File: config.mk
export PLATFORM = sky130hd
export DESIGN_NAME = chan_sel_mux_flat
export DESIGN_NICKNAME = d
export VERILOG_FILES = /design/src/rtl/chan_sel_mux_pkg.sv /design/src/rtl/chan_sel_mux_if.sv /design/src/rtl/chan_sel_mux_rr_pick.sv /design/src/rtl/chan_sel_mux.sv /design/src/flat_wrapper.sv
export SDC_FILE = /design/constraint.sdc
export NUM_CORES = 1
export LEC_CHECK = 0
export BUFFER_PORTS_ARGS = -buffer_cell sky130_fd_sc_hd__buf_4
export CAP_MARGIN = 20
export CORE_MARGIN = 8
export CORE_UTILIZATION = 45
export CTS_BUF_LIST = sky130_fd_sc_hd__clkbuf_8 sky130_fd_sc_hd__clkbuf_16
export CTS_CLUSTER_SIZE = 25
export DETAILED_ROUTE_END_ITERATION = 10
export HOLD_SLACK_MARGIN = 0.12
export PLACE_DENSITY = 0.76
export SETUP_SLACK_MARGIN = 0.02
export SLEW_MARGIN = 25
export SYNTH_ARGS = -nofsm -noshare
export SYNTH_HDL_FRONTEND = slang
export SYNTH_HIERARCHICAL = 1
export SYNTH_SLANG_ARGS = --single-unit
File: constraint.sdc
create_clock -name clk -period 13.55 [get_ports clk]
set_clock_uncertainty 0.05 [all_clocks]
set_input_delay 0 -clock clk [delete_from_list [all_inputs] [get_ports clk]]
set_output_delay 0 -clock clk [all_outputs]
set_load 0.03 [all_outputs]
File: src/rtl/chan_sel_mux_pkg.sv
// Shared definitions for the channel selector: mode encoding and the
// helper that locates a channel's slice inside the flat in_data bus.
package chan_sel_pkg;

    typedef enum logic {
        MODE_FIXED = 1'b0,
        MODE_RR    = 1'b1
    } mode_e;

    // LSB position of channel k within the concatenated in_data vector.
    function automatic int unsigned ch_lsb(input int unsigned k, input int unsigned w);
        return k * w;
    endfunction

endpackage

File: src/rtl/chan_sel_mux_if.sv
// Producer/consumer bundle for chan_sel_mux. The slave modport is the
// mux side; the master modport drives the channels and the consumer ready.
interface chan_sel_mux_if #(
    parameter int NUM_CH = 10,
    parameter int WIDTH  = 8
);
    localparam int SEL_W = $clog2(NUM_CH);

    logic [NUM_CH*WIDTH-1:0] in_data;
    logic [NUM_CH-1:0]       in_valid;
    logic [NUM_CH-1:0]       in_ready;
    logic                    mode;
    logic [SEL_W-1:0]        sel;
    logic [WIDTH-1:0]        out_data;
    logic [SEL_W-1:0]        out_ch;
    logic                    out_valid;
    logic                    out_ready;
    logic                    err_sel;

    modport slave (
        input  in_data, in_valid, mode, sel, out_ready,
        output in_ready, out_data, out_ch, out_valid, err_sel
    );

    modport master (
        output in_data, in_valid, mode, sel, out_ready,
        input  in_ready, out_data, out_ch, out_valid, err_sel
    );
endinterface

File: src/rtl/chan_sel_mux_rr_pick.sv
// Combinational round-robin search: first requester after ptr, wrapping
// modulo NUM_CH, with ptr itself considered last.
module rr_pick
    import chan_sel_pkg::*;
#(
    parameter int NUM_CH = 10,
    localparam int SEL_W = $clog2(NUM_CH)
) (
    input  logic [NUM_CH-1:0] i_req,
    input  logic [SEL_W-1:0]  i_ptr,
    output logic [SEL_W-1:0]  o_grant,
    output logic              o_grant_valid
);

    int w_idx;

    // Walk offsets from farthest to nearest so the nearest requester wins.
    always_comb begin
        o_grant       = '0;
        o_grant_valid = 1'b0;
        w_idx         = 0;
        for (int i = NUM_CH; i >= 1; i--) begin
            w_idx = (int'(i_ptr) + i) % NUM_CH;
            if (i_req[w_idx]) begin
                o_grant       = SEL_W'(w_idx);
                o_grant_valid = 1'b1;
            end
        end
    end

endmodule

File: src/rtl/chan_sel_mux.sv
// Registered N:1 channel selector with valid/ready handshakes, fixed or
// round-robin selection, and a registered flag for out-of-range selects.
module chan_sel_mux
    import chan_sel_pkg::*;
#(
    parameter int NUM_CH = 10,
    parameter int WIDTH  = 8,
    localparam int SEL_W = $clog2(NUM_CH)
) (
    input  logic           clk,
    input  logic           rst,
    chan_sel_mux_if.slave  bus
);

    localparam logic [SEL_W:0]   NUM_CH_L = (SEL_W+1)'(NUM_CH);
    localparam logic [SEL_W-1:0] PTR_RST  = SEL_W'(NUM_CH - 1);

    logic [WIDTH-1:0]  r_out_data;
    logic [SEL_W-1:0]  r_out_ch;
    logic              r_out_valid;
    logic              r_err_sel;
    logic [SEL_W-1:0]  r_ptr;

    logic              w_free;
    logic              w_sel_ok;
    logic              w_sel_bad;
    logic [SEL_W-1:0]  w_rr_grant;
    logic              w_rr_valid;
    logic [SEL_W-1:0]  w_cand;
    logic              w_cand_ok;
    logic              w_accept;
    logic [NUM_CH-1:0] w_in_ready;
    logic [WIDTH-1:0]  w_cand_data;

    rr_pick #(.NUM_CH(NUM_CH)) u_rr_pick (
        .i_req         (bus.in_valid),
        .i_ptr         (r_ptr),
        .o_grant       (w_rr_grant),
        .o_grant_valid (w_rr_valid)
    );

    assign w_free    = !r_out_valid || bus.out_ready;
    assign w_sel_ok  = {1'b0, bus.sel} < NUM_CH_L;
    assign w_sel_bad = (bus.mode == MODE_FIXED) && !w_sel_ok;

    always_comb begin
        w_cand    = '0;
        w_cand_ok = 1'b0;
        if (bus.mode == MODE_RR) begin
            w_cand    = w_rr_grant;
            w_cand_ok = w_rr_valid;
        end else if (w_sel_ok) begin
            w_cand    = bus.sel;
            w_cand_ok = 1'b1;
        end
    end

    // w_cand is forced to 0 when there is no candidate, so the slice stays in range.
    assign w_cand_data = bus.in_data[ch_lsb(32'(w_cand), WIDTH) +: WIDTH];
    assign w_accept    = !rst && w_free && w_cand_ok && bus.in_valid[w_cand];

    always_comb begin
        w_in_ready = '0;
        if (!rst && w_free && w_cand_ok)
            w_in_ready[w_cand] = 1'b1;
    end

    always_ff @(posedge clk) begin
        if (rst) begin
            r_out_data  <= '0;
            r_out_ch    <= '0;
            r_out_valid <= 1'b0;
            r_err_sel   <= 1'b0;
            r_ptr       <= PTR_RST;
        end else begin
            r_err_sel <= w_sel_bad;
            if (w_accept) begin
                r_out_data  <= w_cand_data;
                r_out_ch    <= w_cand;
                r_out_valid <= 1'b1;
                if (bus.mode == MODE_RR)
                    r_ptr <= w_cand;
            end else if (r_out_valid && bus.out_ready) begin
                r_out_valid <= 1'b0;
            end
        end
    end

    assign bus.in_ready  = w_in_ready;
    assign bus.out_data  = r_out_data;
    assign bus.out_ch    = r_out_ch;
    assign bus.out_valid = r_out_valid;
    assign bus.err_sel   = r_err_sel;

endmodule

File: src/flat_wrapper.sv
// flat-port wrapper written by rule: the top's interface ports become plain ports
module chan_sel_mux_flat import chan_sel_pkg::*;
#(
    parameter int NUM_CH = 10,
    parameter int WIDTH  = 8,
    localparam int SEL_W = $clog2(NUM_CH)
)
  (clk, rst, bus_in_data, bus_in_valid, bus_mode, bus_sel, bus_out_ready, bus_in_ready, bus_out_data, bus_out_ch, bus_out_valid, bus_err_sel);
  chan_sel_mux_if #(.NUM_CH(NUM_CH), .WIDTH(WIDTH)) bus_i ();
  input  logic clk;
  input  logic rst;
  input wire logic [$bits(bus_i.in_data)-1:0] bus_in_data;
  input wire logic [$bits(bus_i.in_valid)-1:0] bus_in_valid;
  input wire logic [$bits(bus_i.mode)-1:0] bus_mode;
  input wire logic [$bits(bus_i.sel)-1:0] bus_sel;
  input wire logic [$bits(bus_i.out_ready)-1:0] bus_out_ready;
  output wire logic [$bits(bus_i.in_ready)-1:0] bus_in_ready;
  output wire logic [$bits(bus_i.out_data)-1:0] bus_out_data;
  output wire logic [$bits(bus_i.out_ch)-1:0] bus_out_ch;
  output wire logic [$bits(bus_i.out_valid)-1:0] bus_out_valid;
  output wire logic [$bits(bus_i.err_sel)-1:0] bus_err_sel;
  assign bus_i.in_data = bus_in_data;
  assign bus_i.in_valid = bus_in_valid;
  assign bus_i.mode = bus_mode;
  assign bus_i.sel = bus_sel;
  assign bus_i.out_ready = bus_out_ready;
  assign bus_in_ready = bus_i.in_ready;
  assign bus_out_data = bus_i.out_data;
  assign bus_out_ch = bus_i.out_ch;
  assign bus_out_valid = bus_i.out_valid;
  assign bus_err_sel = bus_i.err_sel;
  chan_sel_mux #(.NUM_CH(NUM_CH), .WIDTH(WIDTH)) u_core (.clk(clk), .rst(rst), .bus(bus_i));
endmodule
; ---- Yosys cells after proc, flatten, opt, wreduce, memory -nomap -nowiden
; Index checks and enable logic that the tools add are counted.
[op_classes]
addsub = 10
div = 10
n_lt_le_gt_ge = 13
shift = 1
n_mux = 61
bitwise_logic = 1
reduce_logical = 12
[op_table]
columns = cell, count
row1 = 32-bit by 6-bit < comparator with 1-bit output (second input constant), 10
row2 = 32-bit by 5-bit remainder unit with 32-bit output (second input constant), 10
row3 = 80-bit by 8-bit indexed part select with 8-bit output, 1
row4 = 4-bit 2-to-1 mux, 12
row5 = 1-bit binary-select mux with 4-bit select, 11
row6 = 1-bit 2-to-1 mux, 36
row7 = 4-bit by 3-bit adder with 5-bit output (second input constant), 4
row8 = 4-bit by 4-bit adder with 5-bit output (second input constant), 3
row9 = 4-bit by 2-bit adder with 5-bit output (second input constant), 2
row10 = 10-bit 2-to-1 mux, 1
row11 = 1-bit logical AND, 6
row12 = 4-bit by 1-bit adder with 5-bit output (second input constant), 1
row13 = 4-bit by 5-bit < comparator with 1-bit output (second input constant), 1
row14 = 1-bit demux with 4-bit select, 1
row15 = 4-bit by 1-bit >= comparator with 1-bit output (second input constant), 1
row16 = 4-bit < comparator (second input constant), 1
row17 = 1-bit logical NOT, 3
row18 = 2-bit AND reduction, 1
row19 = 2-bit nonzero test, 1
row20 = 1-bit logical OR, 1
row21 = 1-bit inverter, 1
[totals]
reg_bits = 18
input_bits = 98
out_inout_bits = 24
elab_cells = 113

; ---- Depth between registers and ports, before layout
; Gate-level depths: netlist (run 1).
[logic_depth]
ltp_word = 21
mapped_depth = 29

; ---- Hierarchy
; Netlist (run 1), hierarchy kept.
[modules_own_cells]
columns = mod, instances, cells_each, area_each_um2, seq_area_each_um2
row1 = rr_pick, 1, 592, 3968.8, 0.0
row2 = chan_sel_mux, 1, 249, 1696.6, 360.3

; ---- Worst setup path before layout (run 1)
; OpenSTA, ideal clock, no wires.
[synth_path]
kind = register to register
startpoint = reg u_core.r_ptr[1]
endpoint = reg u_core.r_ptr[0]
setup_ns = 0.137
arrival_time_ns = 6.217
required_ns = 13.363
path_slack_ns = 7.146
path_stages_with_launch = 27
n_path_buf = 6
period_less_slack_ns = 6.404
cell_sequence = dfxtp_1 clkbuf_1 inv_1 clkbuf_1 ha_1 clkbuf_1 clkbuf_1 nand2_1 ha_1 nand2b_1 o31ai_1 a221o_1 buf_2 and3_4 o211a_1 or3_1 a211o_1 a31oi_1 o21ai_1 a21o_1 and3b_1 o211ai_1 a21oi_2 a221o_2 buf_6 a211oi_2 a31oi_1
[synth_via]
elab_chain_cells = 20
elab_cells_between_ends = 77
cone_classes = 10 x add/sub / 10 x div / 54 x mux / 3 x reduce/logical
[synth_rtl]
columns = item, line
row1 = from (decl), chan_sel_mux.sv:22  ; logic [SEL_W-1:0] r_ptr;
row2 = from (signal assigned), chan_sel_mux.sv:82  ; r_ptr <= w_cand;
row3 = 4-bit by 4-bit adder with 5-bit output, chan_sel_mux_rr_pick.sv:23  ; w_idx = (int'(i_ptr) + i) % NUM_CH;
row4 = 32-bit by 5-bit remainder unit with 32-bit output, chan_sel_mux_rr_pick.sv:23
row5 = 1-bit binary-select mux with 4-bit select, chan_sel_mux_rr_pick.sv:24  ; if (i_req[w_idx]) begin
row6 = 1-bit 2-to-1 mux (not written as such) (2 in a row), chan_sel_mux_rr_pick.sv:24
row7 = 4-bit 2-to-1 mux (9 in a row), chan_sel_mux_rr_pick.sv:24
row8 = 4-bit 2-to-1 mux (*), chan_sel_mux_rr_pick.sv:24
row9 = named net u_core.w_rr_grant[3], chan_sel_mux.sv:27  ; logic [SEL_W-1:0] w_rr_grant;
row10 = 4-bit 2-to-1 mux (*), chan_sel_mux.sv:49  ; if (bus.mode == MODE_RR) begin
row11 = 1-bit binary-select mux with 4-bit select (*), chan_sel_mux.sv:60  ; assign w_accept = !rst && w_free && w_cand_ok && bus.in_valid[w_cand];
row12 = 1-bit 2-to-1 mux (not written as such) (*), chan_sel_mux.sv:60
row13 = 1-bit logical AND (*), chan_sel_mux.sv:60
row14 = 2-bit AND reduction (no source line) (*), n/a
; Mark *: on every way through the listed nets, which the timed path passes. The rest lies on a longest branch. The select of a mux whose other input is x is not followed.
; A chain may end at the register's enable or synchronous reset.

; ---- Worst setup path after layout (run 1)
[layout_path]
startpoint = reg u_core.r_ptr[1]
endpoint = reg u_core.r_out_data[3], in the netlist u_core/bus.out_data[3]
[layout_via]
elab_chain_cells = 19
elab_cells_between_ends = 77
cone_classes = 10 x add/sub / 10 x div / 1 x shift / 54 x mux / 2 x reduce/logical
[layout_rtl]
columns = item, line
row1 = 4-bit by 4-bit adder with 5-bit output, chan_sel_mux_rr_pick.sv:23
row2 = 32-bit by 5-bit remainder unit with 32-bit output, chan_sel_mux_rr_pick.sv:23
row3 = 1-bit binary-select mux with 4-bit select, chan_sel_mux_rr_pick.sv:24
row4 = 1-bit 2-to-1 mux (not written as such) (2 in a row), chan_sel_mux_rr_pick.sv:24
row5 = 4-bit 2-to-1 mux (9 in a row), chan_sel_mux_rr_pick.sv:24
row6 = 4-bit 2-to-1 mux (*), chan_sel_mux_rr_pick.sv:24
row7 = named net u_core.w_rr_grant[2], chan_sel_mux.sv:27
row8 = 4-bit 2-to-1 mux (*), chan_sel_mux.sv:49
row9 = "parallel branches: the longest is 3 deep, another holds 80-bit by 8-bit indexed part select with 8-bit output", n/a
row10 = to (signal assigned), chan_sel_mux.sv:78  ; r_out_data <= w_cand_data;
row11 = to (decl), chan_sel_mux.sv:18  ; logic [WIDTH-1:0] r_out_data;
; Mark *: on every way through the listed nets, which the timed path passes. The select of a mux whose other input is x is not followed.

==> results of run 1 <==
per-layer routing:
layer  global-route usage, %  part of all wire, %
met4                    10.2                  3.4
met3                    5.57                   10
met2                    42.7                   47
met1                    29.5                   40
met5                       0                    0
synth_stat cells, types with 5 or more instances:
library cell,instances,share of area (%)
a211oi_1,18,2.4
nor3_1,32,2.8
clkbuf_1,36,2.4
o22ai_1,21,2.3
ha_1,35,7.7
buf_2,14,1.2
o211ai_1,17,2.3
mux2_2,14,2.8
and3_1,7,0.77
and2_1,10,1.1
a22oi_1,5,0.66
mux2i_1,37,6.5
o21ai_0,40,3.5
o221ai_1,6,0.93
nor2b_1,11,1.2
or2_2,5,0.55
or3_1,5,0.55
a311oi_1,12,1.9
a21o_1,8,1.1
xnor2_1,21,3.2
inv_1,24,1.6
nand3_1,31,2.7
nor2_1,63,4.2
nand2_1,113,7.5
buf_4,5,0.66
o31ai_1,10,1.3
nand2b_1,17,1.9
a31oi_1,14,1.5
nor4_1,7,0.77
nand3b_1,6,0.79
dfxtp_1,18,6.4
a21oi_1,70,6.2
a2111oi_0,5,0.77
final timing paths:
path | start | to | slack, ns | depth (start not counted)
worst max-delay path | u_core/r_ptr[1]$_SDFFE_PP0P_ | u_core/bus.out_data[3]$_SDFFE_PP0P_ | 6.38 | 21
worst min-delay path | bus_sel[3] | u_core/bus.err_sel$_SDFF_PP0_ | 0.18 | 3
worst max register to register | u_core/r_ptr[1]$_SDFFE_PP0P_ | u_core/bus.out_data[3]$_SDFFE_PP0P_ | 6.38 | 21
worst min register to register | u_core/bus.out_ch[2]$_SDFFE_PP0P_ | u_core/bus.out_ch[2]$_SDFFE_PP0P_ | 0.45 | 2
kinds of logic after synthesis:
group                      Yosys count
AOI/OAI and AO/OA                  288
xor gates and xnor gates            26
adders and majority gates           38
buffers and inverters               84
DFF                                 18
muxes                               55
and+or+nand+nor                    332
state kept, by name, indices dropped and copies added (netlist names):
| name | count |
|---|---|
| u_core/bus.err_sel | 1 |
| u_core/bus.out_valid | 1 |
| u_core/bus.out_ch | 4 |
| u_core/r_ptr | 4 |
| u_core/bus.out_data | 8 |
worst max-delay path, cell delays in order (launching register included):
cell      delay, ns
dfxtp_1        0.30
inv_1          0.56
ha_1           0.79
nor2b_1        0.16
nor2_1         0.29
inv_1          0.11
ha_1           0.31
nand2b_1       0.18
or3_1          0.31
a31oi_1        0.34
nand3_1        0.15
a221oi_1       0.58
a21oi_1        0.25
o211ai_1       0.16
a31oi_1        0.10
o31ai_1        0.40
and3b_1        0.23
o211ai_1       0.76
a21oi_2        0.15
a221o_2        0.51
a21oi_1        0.21
a211oi_1       0.08
metrics by stage:
stage          std cells  area [µm²]  util (%)  setup slack, ns  hold WS, ns
2_1_floorplan        841        5670         -             7.15        0.144
3_5_place_dp        1083        6590      52.8             6.66        0.287
5_1_grt             1089        6690      53.7             6.01        0.211
3_3_place_gp        1083        6590      52.8             6.72        0.285
4_1_cts             1089        6690      53.7             6.60        0.167
6_report            1089        6690      53.7             6.38        0.176
cells in the final DEF, fill, tap and decap left out, types with 17 or more instances in the layout:
| cell | n |
|---|---|
| o211ai_1 | 17 |
| inv_1 | 24 |
| nand3_1 | 31 |
| o21ai_0 | 40 |
| o22ai_1 | 21 |
| a211oi_1 | 18 |
| ha_1 | 35 |
| a21oi_1 | 70 |
| nor2_1 | 63 |
| nand2_1 | 113 |
| xnor2_1 | 21 |
| nand2b_1 | 17 |
| buf_4 | 129 |
| nor3_1 | 32 |
| mux2i_1 | 37 |
| dfxtp_1 | 18 |
final cells by class:
class                   instances  share of cell area (%)
repair buffers                132                    14.9
inverters                      25                    1.40
flip-flops and latches         18                    5.38
well taps                     172                    3.21
multi-input cells             739                    74.0
clock buffers                   3                    1.12
==> impl_metrics.csv, run 1 <==
group,metric,value,unit
logic_synthesis,synth.yosys.warnings,6,
timing,max_slew_margin,25.2,%
route,detail_route.drc_violations,0,
grt,grt_first_pass_wirelength,33.8,mm
route,drt_first_iter_violations,749,
grt,grt_overflow_total,0,
die,floorplan.die.width,128,µm
grt,antenna_found_initial,0,
timing,tightest_slew,1.09,ns
logic_synthesis,synthArstFlopShare,0,%
clock_tree,cts-root-buf,"clkbuf_16",
logic_synthesis,synthesis.area,5670,µm²
logic_synthesis,postSynthNetCount,974,
clock_tree,tritoncts.num_buffers,3,
route,post_drt_via_cell_ratio,6.39,
clock_tree,tritoncts_num_sinks,18,
critical_path,timing.critical_path.to_type,"flip-flop",
die,io_pins,122,
timing,rsz0062_at_grt,"false",
critical_path,criticalPathCategory,"reg2reg",
clock_tree,clkLatencyLatePin,0.25,ns
grt,grt_max_degree,41,
clock_tree,cts.htree.levels,1,
cells_and_area,nets,1052,
cells_and_area,antenna_cells_inserted,0,
run_status,outcome,"finished, final reports clean",
placed_design,gpl.final_weighted_congestion,0.965,
logic_synthesis,dominant_combinational_cell_family_by_area_after_synthesis,"compound AO/OA/AOI/OAI gates",
grt,vias_in_the_first_global_route,6660,
die,fp.dieH,128,µm
critical_path,data_required_time_at_the_worst_endpoint,13.60,ns
route,detailroute.via_count,6962,
critical_path,worst-path-max-fanout,22,
clock_tree,cts_resized,0,
cells_and_area,seqCellArea,360,µm²
timing,setup_tns,0,ns
logic_synthesis,post_synth_fa_ha_maj_area_fraction,8.26,%
worst_hold_path,worstHoldPathType,"in2reg",
die,rows,41,
critical_path,worst_setup_path_start_kind,"flip-flop",
logic_synthesis,netlist-cell-type-count,87,
grt,gr-usage-all-layers,25.0,%
timing,timing.final.max_slew_violations,0,
timing,timing.final.setup_violations,0,
timing,fmax,140,MHz
logic_synthesis,synth-simple-area-share,28.6,%
timing,finalCritPeriodShare,52.9,%
route,length_of_the_first_detailed_routing_pass_in_iterations,5,
logic_synthesis,synth.area.mux_share,10.9,%
cells_and_area,filler_cell_count,1235,
route,totalWireLength,21.4,mm
logic_synthesis,ys_dominant_reg_cell,"dfxtp_1",
clock_tree,clock_tree_from_tritoncts,"yes",
timing,hold_violations,0,
logic_synthesis,synth_cells,841,
die,start_util,45.4,%
logic_synthesis,synth-compound-area-share,35.1,%
placed_design,hpwl,16.6,mm
placed_design,io_buffer_count,121,
clock_tree,cts.hold.buffers_added,3,
die,core_area,12500,µm²
route,wire_per_inst,19.7,µm
clock_tree,cts_setup_buffers,0,
flow_run,max_cap_viols,0,
critical_path,timing.critical_path.arrival,7.21,ns
clock_tree,clk_pin_slew,0.05,ns
logic_synthesis,syn-mean-instance-area,6.74,µm²
cells_and_area,synthesis_to_finish_area_growth,18.2,%
timing,period_minus_slack,7.17,ns
clock_tree,cts-root-to-sink-buffers,2,
logic_synthesis,synth_xor_area_share,4.48,%
logic_synthesis,synth.yosys.seq_area_share,6.36,%
logic_synthesis,ys_ff_latch,18,
cells_and_area,area_taken_by_multi_input_logic_gates,4950,µm²
die,fp.dieArea,16400,µm²
cells_and_area,layout-drive-gt1-share,19.3,%
logic_synthesis,synth-edff-count,0,
route,detail-route-antenna-nets,0,
Power of run 1 is not shown: default switching activity piles up to over one toggle a cycle in this logic, so the estimate is an artifact.
==> run 2, diff against run 1 <==
PLACE_DENSITY = 0.79   (was 0.76)
clock period = 6.3 ns   (was 13.55 ns; I/O delays follow)
==> run 2 against run 1 <==
Effect of this change: via count increased by 2.4%; non-clock buffer count increased by 22; fmax increased by 18%; sequential cell count unchanged; worst setup slack got worse by 6.2 ns; final area increased by 3.1%; utilization increased by 1.7 points; critical endpoint is now u_core/r_ptr[0]$_SDFFE_PP1P_.
==> impl_metrics.csv, run 2 (synthesis gave the netlist of run 1 again) <==
group,metric,value,unit
run_status,outcome,"finished, final reports clean",
grt,vias_in_the_first_global_route,6806,
clock_tree,clk_pin_slew,0.06,ns
pwr,power.ir.vdd_worst,433,µV
clock_tree,clock_tree_from_tritoncts,"yes",
grt,grt_overflow_total,0,
cells_and_area,layout.cells.most_common_list,"150 x buf_4, 113 x nand2_1, 70 x a21oi_1",
cells_and_area,largest_register_ffs,8,
clock_tree,cts-root-buf,"clkbuf_16",
cells_and_area,layout-drive-gt1-share,21.9,%
timing,timing.final.max_slew_violations,0,
die,core_area,12500,µm²
route,detailroute.via_count,7127,
cells_and_area,finish.utilization,55.4,%
die,rows,41,
critical_path,worst_path_max_delay_cell,"a221o_2",
route,detail-route-antenna-nets,0,
clock_tree,tritoncts_num_sinks,18,
timing,setup_tns,0,ns
timing,rsz0062_at_grt,"false",
timing,tightest_slew,0.878,ns
clock_tree,cts.htree.levels,1,
route,totalWireLength,21.7,mm
route,post_drt_via_cell_ratio,6.41,
die,io_pins,122,
cells_and_area,commonest_non_fill_non_tap_cell_in_the_layout,"buf_4",
critical_path,slowest_delay,0.53,ns
critical_path,criticalPathCategory,"reg2reg",
critical_path,critical-path-top-cell-by-count,"o31ai_1",
placed_design,gpl.final_weighted_congestion,0.987,
clock_tree,cts-root-to-sink-buffers,2,
critical_path,rr_worst_depth,23,
timing,fmax,164,MHz
pwr,powerDensity,699,nW/µm²
timing,max_slew_margin,39.8,%
critical_path,crit_chain,"buf_4, ha_1, buf_4, a21oi_2, inv_1, ha_1, nand2b_1, o31ai_1, a221o_1, o21ai_0, a31oi_1, o31ai_1, a21o_1, o21ba_1, o31ai_1, o221a_2, nand2_1, nand2_1, buf_12, a32oi_1, a221o_2, a211oi_2, a31oi_1",
die,fp.dieArea,16400,µm²
critical_path,worst-path-max-fanout,39,
die,start_util,45.4,%
clock_tree,cts_setup_buffers,0,
grt,gr-usage-all-layers,25.4,%
grt,grt_first_pass_wirelength,34.1,mm
critical_path,r2r_slack,0.22,ns
pwr,power.static_leakage,2.90,nW
cells_and_area,nets,1074,
route,length_of_the_first_detailed_routing_pass_in_iterations,8,
clock_tree,clkLatencyLatePin,0.26,ns
worst_hold_path,min_path_cells,3,
placed_design,hpwl,17.3,mm
timing,holdWs,0.153,ns
critical_path,data_required_time_at_the_worst_endpoint,6.34,ns
timing,period_minus_slack,6.08,ns
die,fp.dieH,128,µm
grt,grt_max_degree,40,
route,wire_per_inst,19.6,µm
clock_tree,tritoncts.num_buffers,3,
route,detail_route.drc_violations,0,
timing,timing.final.setup_violations,0,
cells_and_area,synthesis_to_finish_area_growth,21.9,%
cells_and_area,antenna_cells_inserted,0,
route,drt_first_iter_violations,775,
timing,finalCritPeriodShare,96.5,%
critical_path,worst_setup_path_start_kind,"flip-flop",
flow_run,max_cap_viols,0,
critical_path,timing.critical_path.arrival,6.12,ns
die,floorplan.die.width,128,µm
worst_hold_path,worstHoldPathType,"in2reg",
critical_path,timing.critical_path.to_type,"flip-flop",
placed_design,io_buffer_count,121,
grt,antenna_found_initial,0,
timing,hold_violations,0,
[run 2: cell count changes in the layout (fill, tap and decap cells not counted), sizes merged]
| cell | change |
|---|---|
| clkbuf | +1 |
| buf | +22 |
[run 2: worst paths after layout]
| kind | startpoint | end |
|---|---|---|
| hold / removal | bus_sel[3] | u_core/bus.err_sel$_SDFF_PP0_ |
| setup reg to reg | u_core/r_ptr[2]$_SDFFE_PP0P_ | u_core/r_ptr[0]$_SDFFE_PP1P_ |
| hold reg to reg | u_core/bus.out_ch[2]$_SDFFE_PP0P_ | u_core/bus.out_ch[2]$_SDFFE_PP0P_ |
| setup / recovery | u_core/r_ptr[2]$_SDFFE_PP0P_ | u_core/r_ptr[0]$_SDFFE_PP1P_ |
[run 2: what timing repair did]
action	CTS	global route
setup endpoints to repair	0	21
hold buffers	3	0
hold endpoints to repair	15	0
gates resized for setup	0	5
[run 2: per-layer routing]
| layer | share of wire, % | wire, µm | global-route usage (%) | up-vias |
|---|---|---|---|---|
| met3 | 11 | 2310 | 6.20 | 58 |
| met5 | 0 | 0 | 0 | - |
| met2 | 47 | 10200 | 43.5 | 425 |
| li1 | - | - | - | 3384 |
| met4 | 3.6 | 781 | 10.8 | 0 |
| met1 | 39 | 8460 | 29.3 | 3260 |
[run 2: per-stage QoR]
step                instances  setup slack, ns  power [W]  instance area (µm²)
finish                   1112            0.221    0.00482                 6900
floorplan                 841            0.114    0.00353                 5670
detailed placement       1105            0.354    0.00452                 6770
global route             1112           0.0273    0.00518                 6900
global placement         1105            0.423    0.00451                 6770
CTS                      1112            0.317    0.00470                 6890
[run 2: worst max-delay path, delay by kind of cell (launching register included)]
kind	cells	cell delay, ns
AOI/OAI and AO/OA	14	3.65
buffers and inverters	4	0.78
adders and majority gates	2	0.66
and+or+nand+nor	3	0.41
DFF	1	0.31
[run 2: area by class of cell]
type                       instances  area, µm²
clock buffer                       4       88.8
fill                            1198       5560
inverter                          25       93.8
multi-input combinational        739       4970
sequential                        18        363
tap                              172        215
timing repair buffer             154       1180
[run 2: power breakdown]
| group | total, W | internal [W] | switching (W) |
|---|---|---|---|
| sequential | 0.000172 | 0.000143 | 0.0000286 |
| combinational | 0.00450 | 0.00175 | 0.00275 |
| clock | 0.000154 | 0.0000972 | 0.0000569 |
Note: power is estimated with default switching activity, not from simulation.
==> run 3, diff against run 2 <==
PLACE_DENSITY = 0.76   (was 0.79)
clock period = 6.17 ns   (was 6.3 ns; I/O delays follow)
==> run 3 against run 2 <==
Effect of this change: first-iteration DRC count fell by 7.5%; via count about the same; clock-buffer cell count unchanged; worst setup slack better by 0.10 ns; critical path type unchanged; critical endpoint is now u_core/r_ptr[2]$_SDFFE_PP0P_; largest cell class unchanged.
==> impl_metrics.csv, run 3 (synthesis gave the netlist of run 1 again) <==
group,metric,value,unit
critical_path,crit_chain,"clkinvlp_4, ha_1, buf_4, xor2_4, nand2_1, ha_1, nand2b_1, o31ai_1, a221o_1, and3_4, o211a_1, or3_1, a211o_1, a31oi_1, o21ai_1, a21o_1, and3b_1, o211ai_1, a21oi_2, a221oi_2, o21ai_0, a21oi_1",
placed_design,gpl.final_weighted_congestion,1.05,
placed_design,io_buffer_count,121,
route,detail_route.drc_violations,0,
route,detail-route-antenna-nets,0,
clock_tree,tritoncts.num_buffers,3,
grt,grt_overflow_total,0,
grt,antenna_found_initial,0,
critical_path,critical-path-top-cell-by-count,"ha_1",
cells_and_area,layout-drive-gt1-share,24.7,%
critical_path,timing.critical_path.to_type,"flip-flop",
clock_tree,cts.htree.levels,1,
placed_design,hpwl,17.5,mm
die,floorplan.die.width,128,µm
critical_path,worst_path_max_delay_cell,"a221o_1",
cells_and_area,commonest_non_fill_non_tap_cell_in_the_layout,"buf_4",
route,post_drt_via_cell_ratio,6.31,
route,wire_per_inst,19.6,µm
timing,max_slew_margin,46.6,%
grt,grt_max_degree,39,
clock_tree,clkLatencyLatePin,0.26,ns
grt,grt_first_pass_wirelength,34.3,mm
timing,setup_tns,0,ns
clock_tree,tritoncts_num_sinks,18,
worst_hold_path,worstHoldPathType,"in2reg",
die,core_area,12500,µm²
die,fp.dieArea,16400,µm²
timing,rsz0062_at_grt,"true",
route,totalWireLength,22.1,mm
cells_and_area,synthesis_to_finish_area_growth,26.1,%
grt,vias_in_the_first_global_route,6795,
cells_and_area,finish.utilization,57.3,%
critical_path,timing.critical_path.arrival,5.96,ns
die,fp.dieH,128,µm
run_status,outcome,"finished, final reports clean",
die,rows,41,
timing,hold_violations,0,
clock_tree,cts-root-to-sink-buffers,2,
cells_and_area,antenna_cells_inserted,0,
clock_tree,cts-root-buf,"clkbuf_16",
critical_path,worst-path-max-fanout,12,
grt,gr-usage-all-layers,25.4,%
timing,fmax,171,MHz
clock_tree,clock_tree_from_tritoncts,"yes",
flow_run,max_cap_viols,0,
timing,period_minus_slack,5.85,ns
critical_path,worst_setup_path_start_kind,"flip-flop",
timing,timing.final.max_slew_violations,0,
timing,finalCritPeriodShare,94.8,%
timing,tightest_slew,0.779,ns
route,detailroute.via_count,7123,
critical_path,criticalPathCategory,"reg2reg",
critical_path,slowest_delay,0.49,ns
cells_and_area,largest_register_ffs,8,
clock_tree,clk_pin_slew,0.06,ns
cells_and_area,layout.cells.most_common_list,"163 x buf_4, 110 x nand2_1, 66 x a21oi_1",
critical_path,data_required_time_at_the_worst_endpoint,6.28,ns
clock_tree,cts_setup_buffers,0,
cells_and_area,nets,1090,
route,drt_first_iter_violations,717,
die,start_util,45.4,%
route,length_of_the_first_detailed_routing_pass_in_iterations,6,
timing,timing.final.setup_violations,0,
die,io_pins,122,
[run 3: cell count changes in the layout (fill, tap and decap cells not counted), moves of 3 or more]
cell	change
buf_4	+13
a21oi_2	+3
nand2_1	-3
nand2_2	+3
a21oi_1	-4
[run 3: metal layers]
layer	up-vias	part of all wire, %	GRT usage [%]
met5	-	0	0
met4	0	2.7	6.64
met3	49	9.2	5.62
met2	378	46	42.1
met1	3277	42	32.3
li1	3419	-	-
[run 3: layout make-up]
class / instances / area, µm²
Timing Repair Buffer: 169 / 1310
Inverter: 25 / 101
Fill cell: 1215 / 5320
Clock buffer: 4 / 88.8
Sequential cell: 18 / 363
Tap cell: 172 / 215
Multi-Input combinational cell: 740 / 5060
[run 3: metrics by stage]
step                cells  setup WS, ns  cell area [µm²]  hold slack, ns
floorplan             841        0.0477             5670           0.144
global placement     1120         0.322             6900           0.251
detailed placement   1120         0.219             6900           0.246
CTS                  1127         0.164             7020           0.171
global route         1128       -0.0218             7140           0.186
finish               1128         0.323             7140           0.170
[run 3: worst paths after layout]
path | start | end | slack (ns) | depth (start not counted)
hold reg to reg | u_core/bus.out_ch[2]$_SDFFE_PP0P_ | u_core/bus.out_ch[2]$_SDFFE_PP0P_ | 0.44 | 2
setup reg to reg | u_core/r_ptr[2]$_SDFFE_PP0P_ | u_core/r_ptr[2]$_SDFFE_PP0P_ | 0.32 | 22
hold / removal | bus_sel[3] | u_core/bus.err_sel$_SDFF_PP0_ | 0.17 | 3
setup / recovery | u_core/r_ptr[2]$_SDFFE_PP0P_ | u_core/r_ptr[2]$_SDFFE_PP0P_ | 0.32 | 22
[run 3: critical path: cells and delay by family (launching register included)]
| family | cells | cell delay [ns] |
|---|---|---|
| adder cells (fa/ha/maj) | 2 | 0.55 |
| XOR/XNOR | 1 | 0.24 |
| AND/OR/NAND/NOR | 5 | 1.14 |
| buffers and inverters | 2 | 0.44 |
| flip-flops | 1 | 0.42 |
| AO/OA/AOI/OAI | 12 | 2.88 |
[run 3: what timing repair did]
item                       4_1_cts  5_1_grt
setup endpoints to repair        0       21
resized for setup                0       26
hold endpoints to repair        16        0
hold buffers                     3        0
Power of run 3 is left out for the same reason.
